===== src/rtl/pipe_ctrl_pkg.sv =====
`default_nettype none
// ============================================================================
// Module      : pipe_ctrl_pkg
// Description : Shared definitions for the RV32I pipeline stall/flush
//               controller: address width, zero word and controller states.
// Revision    : 1.0 - initial release
// ============================================================================
package pipe_ctrl_pkg;

  localparam int ADDR_LEN = 32;
  localparam logic [ADDR_LEN-1:0] ZERO_WORD = '0;

  // RUN: normal operation. WAIT_FETCH: a taken branch is parked until the
  // in-flight fetch completes and can be thrown away.
  typedef enum logic [0:0] {
    PC_RUN        = 1'b0,
    PC_WAIT_FETCH = 1'b1
  } pc_state_e;

endpackage : pipe_ctrl_pkg
`default_nettype wire


===== src/rtl/pipe_ctrl_perf_cnt.sv =====
`default_nettype none
// ============================================================================
// Module      : pipe_ctrl_perf_cnt
// Description : Stall-cycle and redirect counters for the pipeline controller.
//               Both counters advance only on ready cycles and wrap naturally.
// Revision    : 1.0 - initial release
// ============================================================================
module pipe_ctrl_perf_cnt
  import pipe_ctrl_pkg::*;
#(
  parameter int CntLen = 32
) (
  input  logic              clk,
  input  logic              rst,
  input  logic              i_rdy,
  input  logic              i_stall_inc,
  input  logic              i_flush_inc,
  output logic [CntLen-1:0] o_stall_cycles,
  output logic [CntLen-1:0] o_flush_count
);

  logic [CntLen-1:0] r_stall_cycles;
  logic [CntLen-1:0] r_flush_count;

  // Count stall cycles and issued redirects, frozen while the pipe is not ready
  always_ff @(posedge clk) begin
    if (rst) begin
      r_stall_cycles <= '0;
      r_flush_count  <= '0;
    end else if (i_rdy) begin
      if (i_stall_inc) r_stall_cycles <= r_stall_cycles + CntLen'(1);
      if (i_flush_inc) r_flush_count  <= r_flush_count  + CntLen'(1);
    end
  end

  assign o_stall_cycles = r_stall_cycles;
  assign o_flush_count  = r_flush_count;

endmodule : pipe_ctrl_perf_cnt
`default_nettype wire


===== src/rtl/pipe_ctrl.sv =====
`default_nettype none
// ============================================================================
// Module      : pipe_ctrl
// Description : Central stall/flush controller for the 5-stage RV32I pipeline.
//               Arbitrates IF/ID/MEM stall requests against EX redirects and
//               parks a redirect while a fetch is still outstanding.
// Revision    : 1.0 - initial release
// ============================================================================
module pipe_ctrl
  import pipe_ctrl_pkg::*;
#(
  parameter int AddrLen = ADDR_LEN,
  parameter int CntLen  = 32
) (
  input  logic               clk,
  input  logic               rst,
  input  logic               rdy,
  input  logic               if_stall_req,
  input  logic               id_hazard_req,
  input  logic               mem_stall_req,
  input  logic               ex_jump,
  input  logic [AddrLen-1:0] ex_jump_target,
  output logic               pc_stall,
  output logic               if_id_stall,
  output logic               id_ex_stall,
  output logic               ex_mem_stall,
  output logic               mem_wb_bubble,
  output logic               id_stall,
  output logic               jump_or_not,
  output logic               pc_redirect,
  output logic [AddrLen-1:0] pc_redirect_target,
  output logic [CntLen-1:0]  stall_cycles,
  output logic [CntLen-1:0]  flush_count
);

  pc_state_e          r_state;
  pc_state_e          w_state_nxt;
  logic [AddrLen-1:0] r_pend_target;
  logic [AddrLen-1:0] w_pend_target_nxt;
  logic               w_flush_inc;
  logic               w_stall_any;

  // Controller state and parked redirect target; everything holds when not ready
  always_ff @(posedge clk) begin
    if (rst) begin
      r_state       <= PC_RUN;
      r_pend_target <= '0;
    end else if (rdy) begin
      r_state       <= w_state_nxt;
      r_pend_target <= w_pend_target_nxt;
    end
  end

  // Priority arbitration of stall/flush controls and next-state selection
  always_comb begin
    pc_stall           = 1'b0;
    if_id_stall        = 1'b0;
    id_ex_stall        = 1'b0;
    ex_mem_stall       = 1'b0;
    mem_wb_bubble      = 1'b0;
    id_stall           = 1'b0;
    jump_or_not        = 1'b0;
    pc_redirect        = 1'b0;
    pc_redirect_target = '0;
    w_state_nxt        = r_state;
    w_pend_target_nxt  = r_pend_target;
    w_flush_inc        = 1'b0;

    if (rst) begin
      // Reset cycle: every control stays low.
    end else if (mem_stall_req) begin
      // Freeze everything up to EX; a pending ex_jump is preserved in EX.
      pc_stall      = 1'b1;
      if_id_stall   = 1'b1;
      id_ex_stall   = 1'b1;
      ex_mem_stall  = 1'b1;
      mem_wb_bubble = 1'b1;
    end else if (r_state == PC_RUN && ex_jump) begin
      jump_or_not = 1'b1;
      if (!if_stall_req) begin
        pc_redirect        = 1'b1;
        pc_redirect_target = ex_jump_target;
        w_flush_inc        = 1'b1;
      end else begin
        // Fetch still busy: park the target and redirect once it lands.
        pc_stall          = 1'b1;
        w_pend_target_nxt = ex_jump_target;
        w_state_nxt       = PC_WAIT_FETCH;
      end
    end else if (r_state == PC_WAIT_FETCH) begin
      jump_or_not = 1'b1;
      if (if_stall_req) begin
        // Keep if_id empty and feed bubbles forward; EX holds no real work.
        pc_stall = 1'b1;
        id_stall = 1'b1;
      end else begin
        pc_redirect        = 1'b1;
        pc_redirect_target = r_pend_target;
        w_flush_inc        = 1'b1;
        w_state_nxt        = PC_RUN;
      end
    end else if (id_hazard_req || if_stall_req) begin
      // Load-use hazard and fetch stall both hold the front end and bubble ID.
      pc_stall    = 1'b1;
      if_id_stall = 1'b1;
      id_stall    = 1'b1;
    end
  end

  assign w_stall_any = pc_stall | if_id_stall | id_ex_stall | ex_mem_stall;

  pipe_ctrl_perf_cnt #(
    .CntLen (CntLen)
  ) u_perf_cnt (
    .clk            (clk),
    .rst            (rst),
    .i_rdy          (rdy),
    .i_stall_inc    (w_stall_any),
    .i_flush_inc    (w_flush_inc),
    .o_stall_cycles (stall_cycles),
    .o_flush_count  (flush_count)
  );

endmodule : pipe_ctrl
`default_nettype wire

===== config.mk =====
export PLATFORM = sky130hd
export DESIGN_NAME = pipe_ctrl
export DESIGN_NICKNAME = d
export VERILOG_FILES = /design/src/rtl/pipe_ctrl_pkg.sv /design/src/rtl/pipe_ctrl_perf_cnt.sv /design/src/rtl/pipe_ctrl.sv
export SDC_FILE = /design/constraint.sdc
export NUM_CORES = 1
export LEC_CHECK = 0
export BUFFER_PORTS_ARGS = -buffer_cell sky130_fd_sc_hd__clkbuf_2
export CORE_UTILIZATION = 53
export DETAILED_ROUTE_END_ITERATION = 12
export PLACE_DENSITY = 0.81
export SETUP_SLACK_MARGIN = 0.1
export SLEW_MARGIN = 20
export SYNTH_ARGS = -nofsm -noshare
export SYNTH_HDL_FRONTEND = slang
export SYNTH_HIERARCHICAL = 1
export SYNTH_SLANG_ARGS = --single-unit

===== constraint.sdc =====
create_clock -name clk -period 3.3 [get_ports clk]
set_input_delay 0.33 -clock clk [delete_from_list [all_inputs] [get_ports clk]]
set_output_delay 0.33 -clock clk [all_outputs]
set_load 0.05 [all_outputs]

Word level (Yosys, flattened, before mapping). Index checks and enable logic that the tools add are counted.

Logic and storage cells: 51. Flip-flop bits (word level): 97.

Reductions and logical operators: 6. Mux-type cells: 33. Bitwise operators: 5. Add/subtract/negate cells: 2. Eq/ne operators: 1.

Operators by type and width (number): $mux 32 (6); $add 32x1->32 const B (2); $mux 1 (27); $reduce_and 2->1 (2); $reduce_and 4->1 (1); $or 1x1->1 (3); $reduce_and 3->1 (1); $ne 2x2->1 const B (1); $not 1->1 (2); $logic_and 1x1->1 (1); $logic_or 1x1->1 (1).

Depth between registers and ports, before layout. Gate-level depths: netlist of the first run.

Word-level depth: 10. Depth in mapped cells: 9. Gate-level depth less buffers: 7.

Cells and area by module. The synthesis of the first run kept the hierarchy.

Modules (own cells, without submodules): pipe_ctrl_perf_cnt (cells each 368, times used 1, area each 3088.0 um^2, sequential area each 1281.2 um^2); pipe_ctrl (cells each 240, times used 1, area each 2035.7 um^2, sequential area each 660.6 um^2).

Worst setup path after synthesis of the first run. No wires, ideal clock.

Path kind: input port to flip-flop. From: in rst. To: reg u_perf_cnt.r_flush_count[23], in the netlist u_perf_cnt/o_flush_count[23]. Arrival: 3465 ps. Stages on the path: 9. Library setup time: 70 ps. Buffers on the path: 3. Path slack: -236 ps. Required time: 3230 ps. Cell sequence: or2_2 clkbuf_1 nor3_1 and4_1 clkbuf_1 nand2_1 clkbuf_1 or4_1 a21oi_1.

Word-level cells in the longest chain between the ends: 2.

Ends and longest elaborated chain: from (decl) (line pipe_ctrl.sv:16) `input logic rst,`; $mux 1; via pc_redirect (line pipe_ctrl.sv:30) `output logic pc_redirect,`; $reduce_and 2->1 (no line); to (signal assigned) (line pipe_ctrl_perf_cnt.sv:32) `if (i_flush_inc) r_flush_count <= r_flush_count + CntLen'(1);`; to (decl) (line pipe_ctrl_perf_cnt.sv:23) `logic [CntLen-1:0] r_flush_count;`.

The timed path passes the listed nets, and every way through them passes these cells. A chain may end at the register's enable or synchronous reset.

Worst setup path in the final report of the first run.
From: reg r_state. To: reg u_perf_cnt.r_stall_cycles[25], in the netlist u_perf_cnt/o_stall_cycles[25].

Word-level cells in the longest chain between the ends: 9.

Ends and longest elaborated chain: from (decl) (line pipe_ctrl.sv:36) `pc_state_e r_state;`; from (signal assigned) (line pipe_ctrl.sv:49) `r_state <= w_state_nxt;`; $not 1->1 (line pipe_ctrl.sv:78) `end else if (r_state == PC_RUN && ex_jump) begin`; $logic_and 1x1->1 (line pipe_ctrl.sv:78); $mux 1 (line pipe_ctrl.sv:78); $mux 1 (line pipe_ctrl.sv:71) `end else if (mem_stall_req) begin`; $mux 1 (line pipe_ctrl.sv:69) `if (rst) begin`; $or 1x1->1 (*) (3 in a row) (line pipe_ctrl.sv:110) `assign w_stall_any = pc_stall | if_id_stall | id_ex_stall | ex_mem_stall;`; via w_stall_any (line pipe_ctrl.sv:41) `logic w_stall_any;`; $reduce_and 2->1 (no line) (*); to (signal assigned) (line pipe_ctrl_perf_cnt.sv:31) `if (i_stall_inc) r_stall_cycles <= r_stall_cycles + CntLen'(1);`; to (decl) (line pipe_ctrl_perf_cnt.sv:22) `logic [CntLen-1:0] r_stall_cycles;`.

The timed path passes the listed nets; every way through them passes the cells marked *.

==> results of run 1 <==
==> path summary, 6_finish.rpt <==
path,from,depth (start not counted),endpoint
worst max-delay path,r_state,7,u_perf_cnt/o_stall_cycles[25]
worst min-delay path,ex_jump_target[11],3,r_pend_target[11]
worst max register to register,r_state,7,u_perf_cnt/o_stall_cycles[25]
worst min register to register,r_pend_target[18],2,r_pend_target[18]
==> power by group through the flow <==
stage | sequential (mW) | combinational, mW | clock, mW
2_1_floorplan | 1.22 | 0.146 | 0
3_5_place_dp | 1.22 | 0.208 | 0
5_1_grt | 1.19 | 0.225 | 0.810
4_1_cts | 1.19 | 0.208 | 0.747
3_3_place_gp | 1.21 | 0.203 | 0
6_report | 1.19 | 0.208 | 0.727
==> cell usage after synthesis, drive strengths merged <==
cell / number / share of area (%)
nand2b: 64 / 7.8
o31ai: 26 / 3.8
xnor2: 8 / 1.4
nor2: 66 / 4.8
inv: 14 / 1.0
mux2i: 32 / 6.3
dfxtp: 97 / 38
buf: 19 / 3.1
o21ai: 8 / 0.78
clkbuf: 27 / 2.0
or2: 3 / 0.37
mux2: 8 / 1.8
nand3: 23 / 2.2
a211oi: 1 / 0.15
nor3: 5 / 0.49
ha: 2 / 0.49
a22oi: 32 / 4.7
a21oi: 39 / 3.8
or4b: 1 / 0.20
nor4b: 2 / 0.34
a31oi: 2 / 0.24
nor3b: 1 / 0.24
nor2b: 10 / 1.3
or4: 30 / 4.4
nand2: 26 / 1.9
nand4: 17 / 2.2
and3: 8 / 0.98
xor2: 12 / 2.1
nor4: 9 / 1.1
or3: 9 / 1.1
and4: 6 / 1.0
and2: 1 / 0.12
==> sequential cells by signal, summed over array words and instances, names as in the netlist <==
signal,count
r_pend_target,32
r_state,1
u_perf_cnt/o_flush_count,32
u_perf_cnt/o_stall_cycles,32
==> kinds of logic after synthesis <==
| family | count (synthesis) | synth area share, % |
|---|---|---|
| and+or+nand+nor | 281 | 30.6 |
| AOI/OAI and AO/OA | 108 | 13.5 |
| DFF | 97 | 37.9 |
| buffers and inverters | 60 | 6.08 |
| muxes | 40 | 8.01 |
| xor gates and xnor gates | 20 | 3.42 |
| adders and majority gates | 2 | 0.488 |
==> layout make-up <==
cell class	count	area, um2	area share (%)
Clock buffer	11	141	2.37
Sequential cell	97	1940	32.5
Timing Repair Buffer	148	758	12.7
Inverter	14	52.6	0.879
Clock inverter	5	41.3	0.691
Multi-Input combinational cell	451	2880	48.2
Tap cell	129	161	2.70
==> worst reg2reg max path: stages, from the launching register on <==
cell and delay [ns]:
dfxtp_1 0.37, inv_1 0.09, nand3_1 0.10, a31oi_1 0.40
nand4_1 0.30, or3_1 0.55, nor4_1 0.37, mux2_2 0.37
==> per-layer routing <==
metal  global-route usage [%]  up-vias  wire [um]
li1                         -     2410          -
met1                     29.3     2334       5410
met2                     43.2      183       6310
met3                     4.32       12        694
met4                     8.92        0        138
met5                        0        -          0
==> metrics by stage <==
stage | hold WS (ns) | setup WS [ns] | utilization (%) | cell area (um2)
floorplan | 0.449 | 0.323 | - | 5130
global placement | 0.459 | 0.706 | 62.4 | 5790
global route | 0.211 | 0.457 | 64.4 | 5980
detailed placement | 0.470 | 0.606 | 62.4 | 5790
CTS | 0.193 | 0.664 | 64.4 | 5980
finish | 0.208 | 0.639 | 64.4 | 5980
==> run summary, run 1 <==
The logs give 0 for the number of pins with negative max-slew slack in the final report and 9.8% for the combinational share of power. Setup repair after global routing left no endpoint under its margin. For the number of antenna repair diodes, the log shows 0. The floorplan has 35 rows. The number of global-route vias before repair was 4585. The total overflow left after global routing is 0.

For the finished layout, the period the worst path requires is 2.66 ns. The final clock period utilization by the worst path is 80.6%. The signal on the critical path passes through inv_1 > nand3_1 > a31oi_1 > nand4_1 > or3_1 > nor4_1 > mux2_2.

Dividing the synthesized area by the synthesized cell count gives 8.43 um2. The synthesized netlist occupies a cell area of 5120 um2. The worst register-to-register path has a setup slack of 0.64 ns.

CTS built an H-tree with a depth of 3. Worst slew slack as a fraction of its limit: 35.4%. The setup clock skew after layout was 0.0118 ns. The power share of the sequential group was 55.9%. After clock tree synthesis, the clock-pin slew on the worst setup and hold paths is 0.10 ns. At the pin with the least slew margin, the transition time is 0.968 ns. Number of design rule violations left after detail routing: 0.

TritonCTS built the clock tree. The final layout contains 762 nets. The layout has 835 filler cells. The number of gates given a new drive strength after cts was 0. For this design the ratio of total power to cell area is 355 nW/um2. Once detail routing completed, the nets flagged for antenna violations numbered 0. The maximum clock insertion buffer count was 2; the effective utilization at floorplan was 55.2%.

The clock network accounts for 34.2% of the total power. Average detailed-routed wire length per instance: 14.7 um. The top cell types in the final layout, fill and taps aside, are clkbuf_2, dfxtp_1, nor2_1.

In this run, CTS created clock tree buffers numbering 9. The tools report the fmax as 0.376 GHz. Post-CTS timing repair inserted 0 buffers for setup. The floorplan step set the die width to 100 um. Routability-driven placement finished with a final weighted congestion of 0.828. The number of antenna violations at the first check in global routing was 0; the total design power was 2.12 mW. By startpoint and endpoint, the worst setup path is classified as reg2reg.

The internal power of the cells totals 1.55 mW. Leaving out fill and tap cells, the most frequent cell in the layout is clkbuf_2. In this run, post-CTS hold repair placed 0 buffers. In this run the standard cell core region covers 9280 um2.

In this run the tool buffered the top-level ports with 142 buffer cells. The number of buffer and inverter stages on the critical path is 1. The number of warnings reported in the yosys synthesis log came out at 6.

Data on the critical path is required at its endpoint by 3.55 ns. Average via count per standard cell: 5.78. The cell family contributing the most delay on the critical path was simple AND/OR/NAND/NOR gates. The synthesized design contains 97 register bits.

Setup violations remaining at the end of the flow were counted as 0. Summed over all cells, the static leakage comes to 2.23 nW. The routed layout has 4939 vias.

For this run, the slowest stage of the critical path takes 0.55 ns. At the worst endpoint, the arrival time is 2.91 ns. The count of final hold-check violations was 0; the final wirelength was 12600 um. The cell with the largest stage delay on the worst path is or3_1.

The clock latency reported for the late side of the worst-skew pair is 0.36 ns. The count of routing violations after the opening detailed-route iteration is 258, and the clock sink total is 97. The synthesis-to-layout area growth is 16.6%. The die covers 10100 um2. The tools report the global-route total usage across every layer as 24.3%. Once layout is complete, the cells apart from fillers number 855. Max-cap violations in this run came to 0. The post-route setup TNS was 0 ns; the peak fanout along the critical path was 12. The first global-routing pass estimated 20200 um of wire.

Synthesis produced a netlist with a net count of 649. The run finished with clean final reports. The worst-case IR drop observed on VDD is 0.000241 V. The kind of end point of the critical path was a flop. Measured along the y axis, the die boundary spans 100 um. Net switching is 27.0% of the power. The min-delay analysis places its worst path in the category in2reg.

Entering global routing, the biggest net connects 73 pins. Detailed placement ended at an HPWL of 8900 um. The number of standard cells after synthesis was 608; the placed instance count was 839. Pin placement for this block handled 143 I/O pins. The first detailed-routing pass took 5 iterations. The share of the Yosys chip area taken by registers is 37.9%. The distinct cell type count of the synthesized netlist was 39; the proportion of layout cells with a drive suffix above 1 was 24.9%. The kind of launch point of the worst setup path was a flop. Clock tree synthesis selected as its root buffer the cell clkbuf_8. Summed over all nets, the switching power comes to 0.574 mW.
No activity file was read; power rests on OpenSTA's default activity.
==> run 2, diff against run 1 <==
Clock period 3.3 ns to 2.5 ns, I/O delays scaled along.
==> run 2 against run 1 <==
Via count is 2.1% higher; final area is 3.3% higher; sequential share of layout area is 1.0 points lower; clock skew is 0.0071 ns higher; critical path type unchanged; largest cell class unchanged; highest routed layer unchanged.
==> run summary, run 2 (synthesis gave the netlist of run 1 again) <==
The run finished with clean final reports. The tools report the weighted congestion at the end of routability-driven global placement as 0.870 (+5.0%). The run gives 24.6% (+0.33 points) as the global-route total usage across every layer.

The cell sitting at the root of the clock tree is a clkbuf_8. The worst setup path is of the reg2reg kind. TritonCTS built the clock tree.

The area growth from synthesis to layout is 20.5%. Number of pins with negative max-slew slack in the final report: 0 (unchanged). The logs give 5 (unchanged) for the number of iterations in the first detailed-routing pass and 0 (unchanged) for the number of design rule violations left after detail routing. The number of buffer and inverter stages on the critical path came out at 1 (unchanged).

The tools report the first-pass GRT wire length as 20400 um (+1.1%). The kind of end point of the critical path is a flop. Post-route minimum period: 2.35 ns (-0.309 ns). Setup repair after global routing left no endpoint under its margin.

For the combinational share of power, the log shows 10.0% (+0.2 points). The transition at the pin with the smallest max-transition slack works out to 0.648 ns (-0.321 ns). The cell family contributing the most delay on the critical path was simple AND/OR/NAND/NOR gates. The logs give 9150 um (+2.8%) for the HPWL reported at the end of detailed placement and 56.8% (+21 points) for the worst slew slack as a fraction of its limit. The tools report the final wirelength as 13000 um (+3.6%).

The utilization after layout came out at 66.5% (+2.1 points). The clock latency reported for the late side of the worst-skew pair was 0.35 ns (about the same); the fmax was 0.425 GHz (+13%). Largest net degree at the start of global routing: 70 (-4.1%). Number of antenna violations at the first check in global routing: 0 (unchanged).

The tools report the leakage dissipation as 2.35 nW (+5.5%). The cell count of the worst hold path is 3 (unchanged), and the average detailed-routed wire length per instance is 14.9 um (+1.7%). The peak fanout along the critical path is 4 (-8), and the setup clock skew after layout is 0.0189 ns (+0.00712 ns). The run gives 0 (unchanged) as the count of final hold-check violations. Fraction of power spent switching nets: 25.4% (-1.7 points). For the routed wire length on met2, the log shows 6530 um (+3.5%).

Leaving out fill and tap cells, the most frequent cell in the layout is clkbuf_2. The run gives 35 (unchanged) as the row count. The count of endpoints failing setup in the final report was 0 (unchanged).

The remaining antenna violation count after routing is 0 (unchanged), and the final clock period utilization by the worst path is 94.1% (+13 points). The area of the core region came out at 9280 um2 (unchanged). The y dimension of the die is 100 um (unchanged). The length in cells of the worst reg-to-reg path was 7 (unchanged).

The maximum clock insertion buffer count was 2 (unchanged); the critical path depth in cells was 7 (unchanged). The highest cell delay on the worst timing path came out at 0.59 ns (+0.04 ns). The routed wire length on met3 is 634 um (-8.6%), and the max-capacitance violation count is 0 (unchanged).

Among all stages on the critical path, the largest delay is contributed by or4_1. The post-route setup TNS is 0 ns (unchanged). The internal power was 2.15 mW (+39%); the number of placed I/O pins was 143 (unchanged). The logs give 97 (unchanged) for the clock sink total and 0 (unchanged) for the number of antenna repair diodes.

The count of H-tree levels built during CTS came out at 3 (unchanged). The kind of launch point of the worst setup path was a flop. Signal routing reaches up to met4. The number of buffers created by CTS was 9 (unchanged).

In this run the worst hold path is classified as in2reg. The proportion of layout cells with a drive suffix above 1 was 27.2% (+2.3 points); the vias after detailed routing was 5045 (+2.1%). The number of port buffers works out to 142 (unchanged).

In the layout the commonest cells are clkbuf_2, dfxtp_1, nor2_1. Power share of the sequential group: 54.4% (-1.5 points). The worst supply voltage drop on vdd was 0.000317 V (+32%). The logs give 2.88 mW (+36%) for the total design power and 0 (unchanged) for the final global-route overflow total. Worst path required time: 2.73 ns (-0.82 ns).

The power spent charging and discharging nets was 0.731 mW (+27%); the clock transition time at the flip-flop clock pins of the worst setup and hold paths was 0.10 ns (about the same). The arrival time of the worst setup path came out at 2.59 ns (-0.32 ns). The die boundary width is 100 um (unchanged). The effective utilization at floorplan came out at 55.2% (unchanged).

The total power divided by cell area was 467 nW/um2 (+31%). Walking the worst path, the cells encountered are inv_1 > nand3_1 > a31oi_2 > nand4_1 > or4_1 > nor4b_2 > mux2_2. The number of global-route vias before repair was 4501 (-1.8%); the clock power share was 35.6% (+1.4 points). The net count of the finished layout was 778 (+2.1%).

The die area was 10100 um2 (unchanged); the average via count per standard cell was 5.79 (+0.27%). The count of routing violations after the opening detailed-route iteration was 283 (+9.7%); the routed metal-1 wirelength was 5660 um (+4.6%).
## run 2: layout make-up
class | count | area (um2)
sequential | 97 | 1940
clock buffer | 12 | 145
multi-input combinational | 451 | 2920
fill | 789 | 3110
inverter | 14 | 52.6
tap | 129 | 161
clock inverter | 4 | 51.3
timing repair buffer | 164 | 903
## run 2: timing repair
item	CTS	global route
buffers inserted	0	0
resized for setup	0	2
hold buffers	0	0
setup endpoints to repair	0	3
## run 2: stage by stage
stage          area [um2]  setup WS (ns)  std cells  hold WS (ns)
6_report             6170          0.149        871         0.141
2_1_floorplan        5190         0.0172        608         0.405
3_3_place_gp         5970          0.209        855         0.458
4_1_cts              6160          0.185        871         0.128
5_1_grt              6170         0.0727        871         0.132
3_5_place_dp         5970          0.168        855         0.468
## run 2: worst paths after layout
kind	startpoint	to	slack [ns]
worst max-delay path	r_state	u_perf_cnt/o_stall_cycles[31]	0.15
worst min-delay path	ex_jump_target[7]	r_pend_target[7]	0.14
worst max register to register	r_state	u_perf_cnt/o_stall_cycles[31]	0.15
worst min register to register	r_pend_target[17]	r_pend_target[17]	0.48
## run 2: power groups by stage
stage	logic (mW)	registers, mW	clock network [mW]
6_report	0.288	1.57	1.03
5_1_grt	0.309	1.57	1.12
4_1_cts	0.287	1.57	1.06
3_5_place_dp	0.286	1.60	0
3_3_place_gp	0.280	1.60	0
2_1_floorplan	0.197	1.61	0
## run 2: worst reg2reg max path, delay by kind of cell (launching register included)
kind | cells | cell delay [ns]
flip-flops | 1 | 0.32
buffers and inverters | 1 | 0.07
multiplexers | 1 | 0.37
AND/OR/NAND/NOR | 4 | 1.24
AO/OA/AOI/OAI | 1 | 0.26
## run 2: metal layers
| metal | vias up | GRT usage [%] |
|---|---|---|
| li1 | 2430 | - |
| met1 | 2400 | 31.1 |
| met2 | 196 | 42.7 |
| met3 | 19 | 3.48 |
| met4 | 0 | 9.14 |
| met5 | - | 0 |
==> run 3, diff against run 2 <==
Settings changed: BUFFER_PORTS_ARGS -buffer_cell sky130_fd_sc_hd__clkbuf_2 to -buffer_cell sky130_fd_sc_hd__buf_2.
==> run 3 against run 2 <==
Die area unchanged; worst setup slack gained 0.0072 ns; fmax up 0.31%.
==> run summary, run 3 (synthesis gave the netlist of run 1 again) <==
The count of routing violations after the opening detailed-route iteration is 269 (-4.9%), and the final clock period utilization by the worst path is 93.8% (-0.29 points). The row count was 35 (unchanged). The placement-stage worst setup slack is 0.122 ns (-0.0460 ns), and the HPWL reported at the end of detailed placement is 8990 um (-1.8%). The number of placed I/O pins was 143 (unchanged). The flow ran to the end, and the final reports show no timing, DRC or antenna violations.

For the leakage dissipation, the log shows 2.41 nW (+2.6%). The worst path required time is 2.75 ns (+0.02 ns). The tree is rooted in a clkbuf_8. The clock sink total was 97 (unchanged). The setup clock skew after layout came out at 0.0129 ns (-0.00607 ns). For the vias after detailed routing, the log shows 4991 (-1.1%). The logs give 20800 um (+2.1%) for the first-pass GRT wire length and 80 (+14%) for the largest net degree at the start of global routing. The count of endpoints failing setup in the final report was 0 (unchanged). The logs give 4547 (+1.0%) for the number of global-route vias before repair and 0.887 (+2.0%) for the weighted congestion at the end of routability-driven global placement. Setup repair after global routing left no endpoint under its margin. STA classifies the critical path endpoint as a flop. The proportion of layout cells with a drive suffix above 1 is 27.0% (-0.26 points). The die boundary width works out to 100 um (unchanged).

Leaving out fill and tap cells, the most frequent cell in the layout is buf_2. The tools report the net count of the finished layout as 774 (-0.51%). The class of the most critical hold timing path is in2reg. The run gives 2 (unchanged) as the maximum clock insertion buffer count.

The tools report the count of H-tree levels built during CTS as 3 (unchanged). The tools report the post-route setup TNS as 0 ns (unchanged). The count of final hold-check violations was 0 (unchanged); the post-route minimum period was 2.34 ns (-0.00718 ns). The fmax is 0.427 GHz (+0.31%), and the remaining antenna violation count after routing is 0 (unchanged). Global-route total usage across every layer: 25.2% (+0.54 points). The library cells used most frequently in the layout, excluding fill and tap cells, are buf_2, dfxtp_1, nor2_1. The post-route standard cell area excluding fillers was 6140 um2 (-0.63%).

The final wirelength was 12800 um (-1.6%); the final global-route overflow total was 0 (unchanged). The number of iterations in the first detailed-routing pass is 5 (unchanged). The tools report the number of design rule violations left after detail routing as 0 (unchanged).

The synthesis-to-layout area growth was 19.8%. The y dimension of the die works out to 100 um (unchanged). The worst slew slack as a fraction of its limit was 56.8% (about the same); the transition at the pin with the smallest max-transition slack was 0.649 ns (+0.000833 ns).

The total power divided by cell area was 482 nW/um2 (+3.2%); the least setup slack across all paths after layout was 0.156 ns (+0.00718 ns). The run gives 2.59 ns (about the same) as the arrival time of the worst setup path. Peak fanout along the critical path: 4 (unchanged). The average via count per standard cell works out to 5.76 (-0.61%). By startpoint and endpoint, the worst setup path is classified as reg2reg. The average detailed-routed wire length per instance was 14.8 um (-1.1%). TritonCTS built the clock tree.

The clock latency reported for the late side of the worst-skew pair is 0.36 ns (about the same). The tools report the number of antenna violations at the first check in global routing as 0 (unchanged). For the utilization after layout, the log shows 66.1% (-0.42 points). The count of buffers added by post-CTS timing repair for setup is 0 (unchanged), and the number of antenna repair diodes is 0 (unchanged).

The effective utilization at floorplan is 55.2% (unchanged). The hold-fix buffer count after cts is 0 (unchanged). The tools report the max-capacitance violation count as 0 (unchanged). The final worst hold slack is 0.152 ns (+0.0114 ns), and the worst supply voltage drop on vdd is 0.000283 V (-11%). The tools report the number of pins with negative max-slew slack in the final report as 0 (unchanged). The area of the core region is 9280 um2 (unchanged).

The kind of launch point of the worst setup path is a flop. The total placed instance area came out at 5910 um2 (-0.92%). Die area: 10100 um2 (unchanged).

The number of port buffers came out at 142 (unchanged). Clock transition time at the flip-flop clock pins of the worst setup and hold paths: 0.10 ns (about the same). The number of buffers created by CTS came out at 9 (unchanged).
[run 3: metal layers]
metal / part of all wire, % / track usage (%)
met3: 5.0 / 3.69
met5: 0 / 0
met1: 44 / 32.2
met2: 50 / 43.3
met4: 1.3 / 8.58
[run 3: layout make-up]
cell class	count	area, um2
Fill cell	821	3150
Multi-Input combinational cell	451	2920
Sequential cell	97	1940
Timing Repair Buffer	160	848
Tap cell	129	161
Clock buffer	11	131
Clock inverter	5	80.1
Inverter	14	52.6
[run 3: path summary, 6_finish.rpt]
| kind | from | endpoint | slack, ns | cells past startpoint |
|---|---|---|---|---|
| max reg2reg | r_state | u_perf_cnt/o_stall_cycles[27] | 0.16 | 7 |
| max | r_state | u_perf_cnt/o_stall_cycles[27] | 0.16 | 7 |
| min reg2reg | r_pend_target[20] | r_pend_target[20] | 0.48 | 2 |
| min | ex_jump_target[7] | r_pend_target[7] | 0.15 | 3 |
[run 3: power by group]
part | total [mW] | switching (mW) | internal (mW)
logic | 0.281 | 0.186 | 0.0949
registers | 1.57 | 0.00891 | 1.56
clock network | 1.11 | 0.544 | 0.563
total | 2.96 | 0.739 | 2.22
[run 3: worst max-delay path: stages, from the launching register on]
cell     delay [ns]
dfxtp_1        0.32
inv_1          0.08
nand3_1        0.12
a31oi_2        0.25
nand4_1        0.20
or4_1          0.59
nor4_1         0.29
mux2_2         0.39
[run 3: stage by stage]
step	cells	total power, mW
2_1_floorplan	608	1.81
3_3_place_gp	851	1.87
3_5_place_dp	851	1.88
4_1_cts	867	2.98
5_1_grt	867	3.09
6_report	867	2.96
[run 3: what timing repair did]
action / in CTS / in global routing
gates resized for setup: 0 / 3
hold endpoints to repair: 0 / 0
endpoints found under the setup margin: 0 / 6
